File: src/rtl/ram_arb_pkg.sv
// Shared definitions for the SDRAM request arbiter: FSM encoding,
// client identifiers and default widths.
package ram_arb_pkg;

  typedef enum logic [1:0] {
    ST_IDLE  = 2'd0,
    ST_ISSUE = 2'd1,
    ST_ACK   = 2'd2
  } state_t;

  // Client ids double as bit positions in the eligibility vector.
  localparam logic [1:0] CLI_CAM = 2'd0;
  localparam logic [1:0] CLI_HRD = 2'd1;
  localparam logic [1:0] CLI_HWR = 2'd2;

  localparam int ADDR_W_DEF = 25;
  localparam int DATA_W_DEF = 128;
  localparam int MAX_RD_DEF = 4;
  localparam int CNT_W      = 3;

endpackage

File: src/rtl/ram_arb_pick.sv
// Combinational winner select for the SDRAM arbiter.
// Camera always wins. With HDR_RR_ARB_EN defined, HDR read and HDR write
// alternate on a tie (the last-served one loses); otherwise read beats write.
module ram_arb_pick
  import ram_arb_pkg::*;
(
  input  logic [2:0] i_elig,
  input  logic       i_last_wr,
  output logic       o_any,
  output logic [1:0] o_win
);

  // Priority select over the eligible clients.
  always_comb begin
    o_any = |i_elig;
    o_win = CLI_CAM;
    if (i_elig[0]) begin
      o_win = CLI_CAM;
    end
`ifdef HDR_RR_ARB_EN
    else if (i_elig[1] && i_elig[2]) begin
      o_win = i_last_wr ? CLI_HRD : CLI_HWR;
    end
`endif
    else if (i_elig[1]) begin
      o_win = CLI_HRD;
    end else if (i_elig[2]) begin
      o_win = CLI_HWR;
    end
  end

`ifndef HDR_RR_ARB_EN
  // Fixed priority has no use for the last-served history.
  logic w_unused_last;
  assign w_unused_last = i_last_wr;
`endif

endmodule

File: src/rtl/ram_arbiter.sv
// Responder side of the shared-SDRAM request interface.
// Arbitrates camera writes, HDR reads and HDR writes into single-beat
// controller commands, returns acks, read data and ram_busy.
// Optional HDR_RR_ARB_EN: round robin between HDR read and HDR write.
//
// Handshake: a command is transferred on any cycle where cmd_valid and
// cmd_ready are both 1; cmd_valid, cmd_write, cmd_addr and cmd_wdata are
// held stable from the rise of cmd_valid until that transfer.
module ram_arbiter
  import ram_arb_pkg::*;
#(
  parameter int ADDR_W = ADDR_W_DEF,
  parameter int DATA_W = DATA_W_DEF,
  parameter int MAX_RD = MAX_RD_DEF
) (
  input  logic              clk_133M,
  input  logic              rst_n_133M,
  input  logic              camera_wr_req,
  input  logic [ADDR_W-1:0] camera_wr_addr,
  input  logic [DATA_W-1:0] camera_wr_data,
  output logic              camera_wr_ack,
  input  logic              rd_req,
  input  logic [ADDR_W-1:0] rd_address,
  output logic              hdr_rd_ack,
  output logic              rd_valid,
  output logic [DATA_W-1:0] rd_data,
  input  logic              wr_req,
  input  logic [ADDR_W-1:0] wr_address,
  input  logic [DATA_W-1:0] wr_data,
  output logic              hdr_wr_ack,
  output logic              ram_busy,
  output logic              cmd_valid,
  input  logic              cmd_ready,
  output logic              cmd_write,
  output logic [ADDR_W-1:0] cmd_addr,
  output logic [DATA_W-1:0] cmd_wdata,
  input  logic              rsp_valid,
  input  logic [DATA_W-1:0] rsp_data,
  output logic              rsp_err,
  output state_t            dbg_state
);

  localparam logic [CNT_W-1:0] MAX_RD_C = CNT_W'(MAX_RD);

  state_t              r_state;
  state_t              w_state_nxt;
  logic [1:0]          r_win;
  logic                r_cmd_write;
  logic [ADDR_W-1:0]   r_cmd_addr;
  logic [DATA_W-1:0]   r_cmd_wdata;
  logic [CNT_W-1:0]    r_out_cnt;
  logic                r_rsp_err;
  logic                r_rd_valid;
  logic [DATA_W-1:0]   r_rd_data;
  logic                r_last_wr;

  logic [2:0]          w_elig;
  logic                w_any;
  logic [1:0]          w_win;
  logic [ADDR_W-1:0]   w_sel_addr;
  logic [DATA_W-1:0]   w_sel_wdata;
  logic                w_grant;
  logic                w_rd_acc;
  logic                w_rsp_ok;

  // Arbitration only happens in IDLE, so a client is never re-picked in its
  // own ACK cycle; reads are held off while the controller has MAX_RD open.
  assign w_elig  = {wr_req, rd_req & (r_out_cnt != MAX_RD_C), camera_wr_req};
  assign w_grant = (r_state == ST_IDLE) && w_any;
  assign w_rd_acc = (r_state == ST_ISSUE) && cmd_ready && (r_win == CLI_HRD);
  assign w_rsp_ok = rsp_valid && (r_out_cnt != '0);

  ram_arb_pick u_pick (
    .i_elig    (w_elig),
    .i_last_wr (r_last_wr),
    .o_any     (w_any),
    .o_win     (w_win)
  );

  // Address/data mux for the client about to be granted.
  always_comb begin
    w_sel_addr  = camera_wr_addr;
    w_sel_wdata = camera_wr_data;
    case (w_win)
      CLI_HRD: begin
        w_sel_addr  = rd_address;
        w_sel_wdata = '0;
      end
      CLI_HWR: begin
        w_sel_addr  = wr_address;
        w_sel_wdata = wr_data;
      end
      default: begin
        w_sel_addr  = camera_wr_addr;
        w_sel_wdata = camera_wr_data;
      end
    endcase
  end

  // Next-state logic: IDLE -> ISSUE on a grant, ISSUE -> ACK on accept.
  always_comb begin
    w_state_nxt = r_state;
    case (r_state)
      ST_IDLE:  if (w_any) w_state_nxt = ST_ISSUE;
      ST_ISSUE: if (cmd_ready) w_state_nxt = ST_ACK;
      ST_ACK:   w_state_nxt = ST_IDLE;
      default:  w_state_nxt = ST_IDLE;
    endcase
  end

  // State register.
  always_ff @(posedge clk_133M or negedge rst_n_133M) begin
    if (!rst_n_133M) r_state <= ST_IDLE;
    else             r_state <= w_state_nxt;
  end

  // Capture the winning command on the grant; later input changes are ignored.
  always_ff @(posedge clk_133M or negedge rst_n_133M) begin
    if (!rst_n_133M) begin
      r_win       <= CLI_CAM;
      r_cmd_write <= 1'b0;
      r_cmd_addr  <= '0;
      r_cmd_wdata <= '0;
    end else if (w_grant) begin
      r_win       <= w_win;
      r_cmd_write <= (w_win != CLI_HRD);
      r_cmd_addr  <= w_sel_addr;
      r_cmd_wdata <= w_sel_wdata;
    end
  end

  // Remember which HDR client was served last (drives the round-robin tie).
  always_ff @(posedge clk_133M or negedge rst_n_133M) begin
    if (!rst_n_133M) begin
      r_last_wr <= 1'b0;
    end else if ((r_state == ST_ACK) && (r_win != CLI_CAM)) begin
      r_last_wr <= (r_win == CLI_HWR);
    end
  end

  // Outstanding read count and sticky error on unsolicited responses.
  always_ff @(posedge clk_133M or negedge rst_n_133M) begin
    if (!rst_n_133M) begin
      r_out_cnt <= '0;
      r_rsp_err <= 1'b0;
    end else begin
      if (w_rd_acc && !w_rsp_ok)      r_out_cnt <= r_out_cnt + 1'b1;
      else if (!w_rd_acc && w_rsp_ok) r_out_cnt <= r_out_cnt - 1'b1;
      if (rsp_valid && (r_out_cnt == '0)) r_rsp_err <= 1'b1;
    end
  end

  // Registered read return path; unsolicited beats are dropped.
  always_ff @(posedge clk_133M or negedge rst_n_133M) begin
    if (!rst_n_133M) begin
      r_rd_valid <= 1'b0;
      r_rd_data  <= '0;
    end else begin
      r_rd_valid <= w_rsp_ok;
      if (w_rsp_ok) r_rd_data <= rsp_data;
    end
  end

  assign cmd_valid     = (r_state == ST_ISSUE);
  assign cmd_write     = r_cmd_write;
  assign cmd_addr      = r_cmd_addr;
  assign cmd_wdata     = r_cmd_wdata;
  assign camera_wr_ack = (r_state == ST_ACK) && (r_win == CLI_CAM);
  assign hdr_rd_ack    = (r_state == ST_ACK) && (r_win == CLI_HRD);
  assign hdr_wr_ack    = (r_state == ST_ACK) && (r_win == CLI_HWR);
  assign ram_busy      = (r_state != ST_IDLE) | camera_wr_req;
  assign rd_valid      = r_rd_valid;
  assign rd_data       = r_rd_data;
  assign rsp_err       = r_rsp_err;
  assign dbg_state     = r_state;

endmodule
File: config.mk
export PLATFORM = sky130hd
export DESIGN_NAME = ram_arbiter
export DESIGN_NICKNAME = d
export VERILOG_FILES = /design/src/rtl/ram_arb_pkg.sv /design/src/rtl/ram_arb_pick.sv /design/src/rtl/ram_arbiter.sv
export SDC_FILE = /design/constraint.sdc
export NUM_CORES = 1
export LEC_CHECK = 0
export BUFFER_PORTS_ARGS = -buffer_cell sky130_fd_sc_hd__buf_2
export CORE_AREA = 2 2 292 294
export CTS_CLUSTER_SIZE = 24
export DETAILED_ROUTE_END_ITERATION = 7
export DIE_AREA = 0 0 294 296
export HOLD_SLACK_MARGIN = 0.08
export MAX_ROUTING_LAYER = met4
export SETUP_SLACK_MARGIN = 0.1
export SYNTH_ARGS = -nofsm -noshare
export SYNTH_HDL_FRONTEND = slang
export SYNTH_SLANG_ARGS = --single-unit
File: constraint.sdc
create_clock -name clk_133M -period 7.6 [get_ports clk_133M]
set_input_delay 1.14 -clock clk_133M [delete_from_list [all_inputs] [get_ports clk_133M]]
set_output_delay 1.14 -clock clk_133M [all_outputs]
set_load 0.02 [all_outputs]
==> flow_summary.toml, run 1 <==
[flow_run]
cap_viol_max_count = 0

[synthesis]
synthesis.nets = 1421
ys_ff_latch = 291
ys_seq_area_share_pct = 56.2
synth_warnings = 0
netlist-cell-type-count = 35
avgSynthCellArea_um2 = 13.6
synth_area_um2 = 13000
syn_inst = 951

[finish]
area_delta_synth_final_pct = 46.8
fill_cells = 9093
nNetsFinal = 2153
drive_gt1_share_pct = 64.5

[placed_design]
dp_hpwl_um = 33600
io_buffers = 756
gp_congestion = 0.835

[worst_hold_path]
min_path_type = "reg2reg"

[route]
dr.pass1.iters = 5
wl_per_cell_um = 16.1
drt_iter0_markers = 483
ant_nets = 0
drt-total-wl_um = 45000
vias = 10600
drc = 0
drt-vias-per-instance = 3.79

[clocking]
clock_latency_ps = 540
root_buffer = "clkbuf_16"
tritoncts = "built"
clock_sinks = 291
cts_resized = 0
cts_buffer_depth = 3
cts_hold_buf = 0
htree_num_levels = 2
cts_setup_buffers = 0
cts_buffers = 36
clkSlewWorstSetupHoldPaths_ps = 60

[sta]
worst_pin_slew_ps = 1060
max_freq_ghz = 0.287
max_slew_margin_pct = 29.1
fin_setup_tns_ps = 0
final_max_slew_viol_count = 0
finalHoldViolCount = 0
finalClockSkew_ps = 11.4
finalSetupViolations = 0
rsz0062_at_grt = "no"
fin_crit_ps = 3490
hold_slack_ps = 456
fin_crit_sh_pct = 45.9

[floorplanning]
num_rows = 107
core_area_um2 = 84200
start_util_pct = 15.4
num_io_pins = 757
die_y_um = 296
fp.dieW_um = 294
die-area_um2 = 87000

[power]
p_int_mw = 4.52
ir_drop_mv = 0.166
power_frac_comb_pct = 42.7
p_leak_nw = 9.27
clkPwrFrac_pct = 22.6
cellPowerDensity_nw_per_um2 = 384
p_sw_share_pct = 38.2
switching_power_mw = 2.80
pwr-share-seq_pct = 34.6

[global_route]
track_usage_pct = 9.70
antenna_found_initial = 4
grt_max_degree = 147
grt_pass1_vias = 10300
grt_pass1_wl_um = 62400
grt_overflow = 0

[critical_path]
endpoint_kind = "flop"
worstSetupPathType = "reg2reg"
arrival_ps = 3970
critPathMaxFanout = 78
cp-start-kind = "flop"
cp.required_ps = 8080

[outcome]
status = "completed"
-- Yosys cell counts, drive strengths merged --
master	n	share of area, %
a21o	1	0.058
xnor2	1	0.068
buf	32	1.6
or3b	1	0.068
and2	2	0.097
a22oi	25	1.4
ha	3	0.29
and3b	1	0.068
or2	2	0.097
inv	4	0.12
a22o	98	6.6
mux2	282	26
xor2	2	0.14
o2bb2ai	1	0.12
o22a	1	0.068
a221oi	1	0.068
nor4bb	2	0.15
nor2b	2	0.097
nor3	1	0.039
nor3b	1	0.058
fa	1	0.15
mux2i	2	0.15
nand2b	1	0.048
dfrtp	291	56
clkbuf	41	1.2
a21oi	1	0.039
nor4b	1	0.068
or3	1	0.048
o21ai	56	2.2
nand2	88	2.5
nor2	5	0.14
-- routing by layer --
layer  vias to the layer above  track usage (%)  part of all wire (%)
li1                       4912                -                     -
met1                      5131             11.8                    41
met2                       499             15.6                    48
met3                        80             2.19                   7.1
met4                         0             3.81                   3.4
met5                         -                -                     0
-- power by group through the flow --
stage / Combinational (mW) / Sequential [mW] / Clock [mW]
5_1_grt: 3.32 / 2.62 / 1.78
4_1_cts: 3.17 / 2.54 / 1.73
3_5_place_dp: 3.15 / 2.55 / 0
6_report: 3.13 / 2.53 / 1.65
3_3_place_gp: 3.14 / 2.54 / 0
2_1_floorplan: 1.27 / 3.27 / 0
-- layout by cell type (no fill, tap or decap), drive strengths merged --
cell / synthesis / final
xor2: 2 / 2
a22o: 98 / 98
xnor2: 1 / 1
nor3b: 1 / 1
nor4b: 1 / 1
diode: 0 / 5
nor2: 5 / 5
clkbuf: 41 / 51
o2bb2ai: 1 / 1
fa: 1 / 1
nor4bb: 2 / 2
or2: 2 / 2
o21ai: 56 / 56
a21oi: 1 / 1
a21o: 1 / 1
ha: 3 / 3
and3b: 1 / 1
nor3: 1 / 1
a22oi: 25 / 25
nor2b: 2 / 2
or3: 1 / 1
dfrtp: 291 / 291
mux2i: 2 / 2
bufinv: 0 / 2
nand2: 88 / 88
nand2b: 1 / 1
mux2: 282 / 282
clkinv: 0 / 7
a221oi: 1 / 1
and2: 2 / 2
inv: 4 / 5
or3b: 1 / 1
buf: 32 / 767
o22a: 1 / 1
-- flip-flops by register name, indices dropped and copies added (netlist names) --
name and cells:
rd_valid 1, dbg_state 2, r_out_cnt 3, r_win 2, cmd_write 1, cmd_addr 25
cmd_wdata 128, rsp_err 1, rd_data 128
-- through the flow --
stage	setup slack (ps)	cells	instance area, um2	utilization [%]	total power [mW]
finish	4110	2801	19000	22.6	7.31
floorplan	4640	951	13000	-	4.54
global placement	3840	2735	17900	21.3	5.68
CTS	4150	2796	19000	22.6	7.44
global route	3840	2798	19000	22.6	7.72
detailed placement	3780	2735	17900	21.3	5.71
-- final timing paths --
kind,from,end,slack [ps],depth (start not counted)
worst min-delay path,rsp_err,rsp_err,460,1
worst min register to register,rsp_err,rsp_err,460,1
worst max register to register,r_out_cnt[0],cmd_wdata[47],4110,7
max in group asynchronous,rst_n_133M,cmd_addr[12],5560,2
min in group asynchronous,rst_n_133M,rd_data[91],560,1
worst max-delay path,r_out_cnt[0],cmd_wdata[47],4110,7
-- final cells by class --
cell class	count	area (um2)	share of cell area (%)
well taps	1090	1360	7.17
clock buffers	51	997	5.24
clock inverters	10	119	0.625
repair buffers	767	3890	20.4
flip-flops and latches	291	7280	38.3
inverters	4	15.0	0.0789
multi-input cells	583	5350	28.1
diodes	5	12.5	0.0658
-- worst max-delay path, stage by stage (launching register included) --
cell and delay (ps):
dfrtp_1 430, or3b_1 520, a21oi_1 340, nand2_1 150, ha_4 490, buf_4 730
a22o_1 440, mux2_2 200
-- cells by family after synthesis --
logic type                 after synthesis  synth area share (%)
muxes                                  284                  26.2
and+or+nand+nor                        108                  3.53
DFF                                    291                  56.2
xor gates and xnor gates                 3                 0.203
AOI/OAI and AO/OA                      184                  10.6
adders and majority gates                4                 0.444
buffers and inverters                   77                  2.86
No activity file was read; power rests on OpenSTA's default activity.
==> inputs of run 2 (changes only) <==
- clock period: 7.6 -> 3.2 ns (I/O delays scaled with it)
==> flow_summary.toml, run 2 (synthesized netlist as in run 1, its figures left out) <==
[finish]
layout_common_cells = "buf_2, dfrtp_1, mux2_2"
fill_cells = 9050
layout.cells.non_filler = 2839
layout_commonest_cell = "buf_2"
area_delta_synth_final_pct = 50.7
drive_gt1_share_pct = 65.4
design_area_um2 = 19500
nNetsFinal = 2189

[sta]
rsz0062_at_grt = "no"
fin_ws_ps = 379
fin_crit_ps = 2820
finalClockSkew_ps = 14.0
fin_crit_sh_pct = 88.2
fin_setup_tns_ps = 0
final_max_slew_viol_count = 0
finalHoldViolCount = 0
max_slew_margin_pct = 45.4
max_freq_ghz = 0.354
worst_pin_slew_ps = 819
finalSetupViolations = 0

[route]
ant_nets = 0
drt_iter0_markers = 362
drt-total-wl_um = 46100
drc = 0
dr.pass1.iters = 4
vias = 10800
wl_per_cell_um = 16.3
drt-vias-per-instance = 3.81

[critical_path]
crit_path_cell_trace = "or3b_1 -> a21oi_1 -> nand2_1 -> ha_4 -> buf_12 -> buf_4 -> o21ai_0 -> mux2_2"
cp_slowest_cell = "or3b_1"
critPathMaxFanout = 32
path_buf_inv = 2
crit_family = "simple AND/OR/NAND/NOR gates"
cpPeakStageDelay_ps = 500
worstSetupPathType = "reg2reg"
cp.required_ps = 3630
cp-start-kind = "flop"
endpoint_kind = "flop"
arrival_ps = 3250

[clocking]
root_buffer = "clkbuf_16"
tritoncts = "built"
cts_buffer_depth = 3
cts_resized = 0
cts_hold_buf = 1
cts_setup_buffers = 0
clock_sinks = 291
clkSlewWorstSetupHoldPaths_ps = 60
htree_num_levels = 2
cts_buffers = 37
clock_latency_ps = 560

[floorplanning]
core_area_um2 = 84200
num_io_pins = 757
num_rows = 107
die_y_um = 296
die-area_um2 = 87000
start_util_pct = 15.4
fp.dieW_um = 294

[flow_run]
cap_viol_max_count = 0

[outcome]
status = "completed"

[global_route]
grt_pass1_wl_um = 64500
track_usage_pct = 10.0
antenna_found_initial = 3
grt_max_degree = 92
grt_pass1_vias = 10600
grt_overflow = 0

[placed_design]
dp_hpwl_um = 35200
post_dp_cell_area_um2 = 18300
post-place-ws_ps = 389
io_buffers = 756
gp_congestion = 0.845
dp_cells = 2769

[power]
cellPowerDensity_nw_per_um2 = 914
p_leak_nw = 9.54
ir_drop_mv = 0.408

[worst_hold_path]
min_path_type = "in2reg"
-- run 2: changes by cell type in the layout (fill, tap and decap cells not counted), sizes merged --
cell / previous run / this run
buf: 767 / 801
bufinv: 2 / 1
clkbuf: 51 / 57
diode: 5 / 3
dlygate4sd3: 0 / 1
-- run 2: per-stage QoR --
step / total power [mW] / hold slack [ps] / util [%]
floorplan: 10.8 / 184 / -
CTS: 18.1 / 100 / 23.2
global route: 18.8 / 110 / 23.2
global placement: 13.7 / 438 / 21.7
finish: 17.9 / 151 / 23.2
detailed placement: 13.7 / 452 / 21.7
-- run 2: worst reg2reg max path: stages, from the launching register on --
cell and delay (ps):
dfrtp_1 430, or3b_1 500, a21oi_1 310, nand2_1 140, ha_4 460, buf_12 230
buf_4 250, o21ai_0 120, mux2_2 270
-- run 2: metal layers --
metal	up-vias	wire (um)	GRT usage, %
met5	-	0	-
met2	480	22200	16.2
met4	0	1270	3.43
met3	72	3470	2.77
li1	5008	-	-
met1	5245	19200	12.0
-- run 2: final timing paths --
check | from | to | slack (ps) | depth (start not counted)
max | r_out_cnt[0] | cmd_addr[11] | 380 | 8
min | rsp_data[60] | rd_data[60] | 150 | 2
max reg2reg | r_out_cnt[0] | cmd_addr[11] | 380 | 8
min reg2reg | rsp_err | rsp_err | 460 | 1
max in group asynchronous | rst_n_133M | cmd_wdata[13] | 1790 | 3
min in group asynchronous | rst_n_133M | rd_data[91] | 530 | 2
-- run 2: area by class of cell --
cell class	count	area [um2]	area share (%)
Antenna cell	3	7.51	0.0384
Multi-Input combinational cell	583	5350	27.4
Clock buffer	57	1130	5.80
Inverter	4	15.0	0.0769
Clock inverter	9	100	0.513
Tap cell	1090	1360	6.98
Sequential cell	291	7280	37.3
Timing Repair Buffer	802	4280	21.9
-- run 2: report_power, final --
group | internal, mW | switching (mW)
logic | 3.39 | 4.27
clock network | 2.53 | 1.69
registers | 5.17 | 0.810
total | 11.1 | 6.77
==> inputs of run 3 (changes only) <==
- CORE_AREA: 2 2 292 294 -> 5 5 295 297
- DIE_AREA: 0 0 294 296 -> 0 0 300 302
==> flow_summary.toml, run 3 (synthesized netlist as in run 1, its figures left out) <==
[outcome]
status = "completed"

[global_route]
track_usage_pct = 10.3
grt_pass1_wl_um = 70200
grt_max_degree = 113
grt_overflow = 0
antenna_found_initial = 6
grt_pass1_vias = 11500

[route]
drt-vias-per-instance = 3.80
drt_iter0_markers = 653
ant_nets = 0
drc = 0
vias = 10700
dr.pass1.iters = 4
drt-total-wl_um = 49100
wl_per_cell_um = 17.4

[power]
power_frac_comb_pct = 42.7
p_int_mw = 11.1
p_sw_share_pct = 38.0
switching_power_mw = 6.80
clkPwrFrac_pct = 23.5
pwr-share-seq_pct = 33.8
cellPowerDensity_nw_per_um2 = 923
ir_drop_mv = 0.417
p_leak_nw = 9.45

[finish]
area_delta_synth_final_pct = 49.7
layout_common_cells = "buf_2, dfrtp_1, mux2_2"
layout_commonest_cell = "buf_2"
nNetsFinal = 2172
multiInputGateArea_um2 = 5360
fill_cells = 9049
fin_util_pct = 23.0
drive_gt1_share_pct = 65.0
final-seq-area_um2 = 7280

[floorplanning]
num_rows = 107
fp.dieW_um = 300
die-area_um2 = 90600
num_io_pins = 757
core_area_um2 = 84300
die_y_um = 302
start_util_pct = 15.4

[clocking]
clock_latency_ps = 540
htree_num_levels = 2
cts_setup_buffers = 0
tritoncts = "built"
clock_sinks = 291
cts_buffers = 36
clkSlewWorstSetupHoldPaths_ps = 60
cts_buffer_depth = 3
root_buffer = "clkbuf_16"

[critical_path]
arrival_ps = 3340
crit_path_cell_trace = "or3b_1 -> a21oi_1 -> nand2_1 -> ha_4 -> buf_12 -> buf_16 -> o21ai_0 -> buf_4 -> mux2_2"
cp-start-kind = "flop"
cp_slowest_cell = "dfrtp_1"
cpPeakStageDelay_ps = 410
endpoint_kind = "flop"
critPathMaxFanout = 103
cp.required_ps = 3620
reg2reg_depth = 9
worstSetupPathType = "reg2reg"

[sta]
finalSetupViolations = 0
fin_crit_ps = 2920
max_slew_margin_pct = 17.1
worst_pin_slew_ps = 1240
fin_crit_sh_pct = 91.2
finalHoldViolCount = 0
final_max_slew_viol_count = 0
finalClockSkew_ps = 23.1
fin_setup_tns_ps = 0
max_freq_ghz = 0.343
rsz0062_at_grt = "yes"

[placed_design]
io_buffers = 756
gp_congestion = 0.840
dp_hpwl_um = 37600

[worst_hold_path]
hold_path_depth = 2
min_path_type = "in2reg"

[flow_run]
cap_viol_max_count = 0
-- run 3: layout make-up --
class,count,area share [%]
diodes,5,0.0645
well taps,1090,7.03
repair buffers,785,21.4
clock buffers,54,5.62
clock inverters,8,0.671
flip-flops and latches,291,37.5
multi-input cells,584,27.6
inverters,4,0.0774
-- run 3: power groups by stage --
stage / Combinational, mW / Clock [mW] / Sequential [mW]
after floorplan: 3.01 / 0 / 7.78
after global placement: 7.70 / 0 / 6.05
after detailed placement: 7.76 / 0 / 6.08
after CTS: 7.79 / 4.39 / 6.06
after global routing: 8.14 / 4.52 / 6.23
final: 7.65 / 4.21 / 6.04
-- run 3: critical path, delay by kind of cell, from the launching register on --
family          cells  cell delay, ps
buf+inv             3             750
simple gates        2             510
compound gates      2             410
flops               1             410
fa+ha+maj           1             340
mux                 1             250
-- run 3: timing repair --
action                     4_1_cts  5_1_grt
setup endpoints to repair       51       14
hold buffers                     1        0
resized for setup                0        1
hold endpoints to repair        73        0
gates cloned                     1        0
-- run 3: final timing paths --
kind	start	endpoint	slack (ps)
min	cmd_ready	dbg_state[0]	150
max reg2reg	r_out_cnt[1]	cmd_wdata[119]	280
min reg2reg	rsp_err	rsp_err	460
min in group asynchronous	rst_n_133M	rd_data[0]	580
max in group asynchronous	rst_n_133M	rd_data[71]	1790
max	r_out_cnt[1]	cmd_wdata[119]	280
-- run 3: stage by stage --
stage                     cell area, um2  setup WS, ps  total power [mW]  std cells  hold slack [ps]
after detailed placement           18100          24.6              13.8       2752              447
after global placement             18100          73.4              13.8       2752              435
after global routing               19400          67.4              18.9       2819              113
after CTS                          19400           204              18.2       2816             87.4
after floorplan                    13000           473              10.8        951              184
final                              19400           281              17.9       2821              146
-- run 3: metal layers --
| layer | track usage (%) | part of all wire (%) | up-vias |
|---|---|---|---|
| li1 | - | - | 4955 |
| met1 | 12.1 | 40 | 5216 |
| met2 | 17.0 | 49 | 467 |
| met3 | 2.47 | 7.7 | 77 |
| met4 | 4.04 | 3.6 | 0 |
| met5 | - | 0 | - |
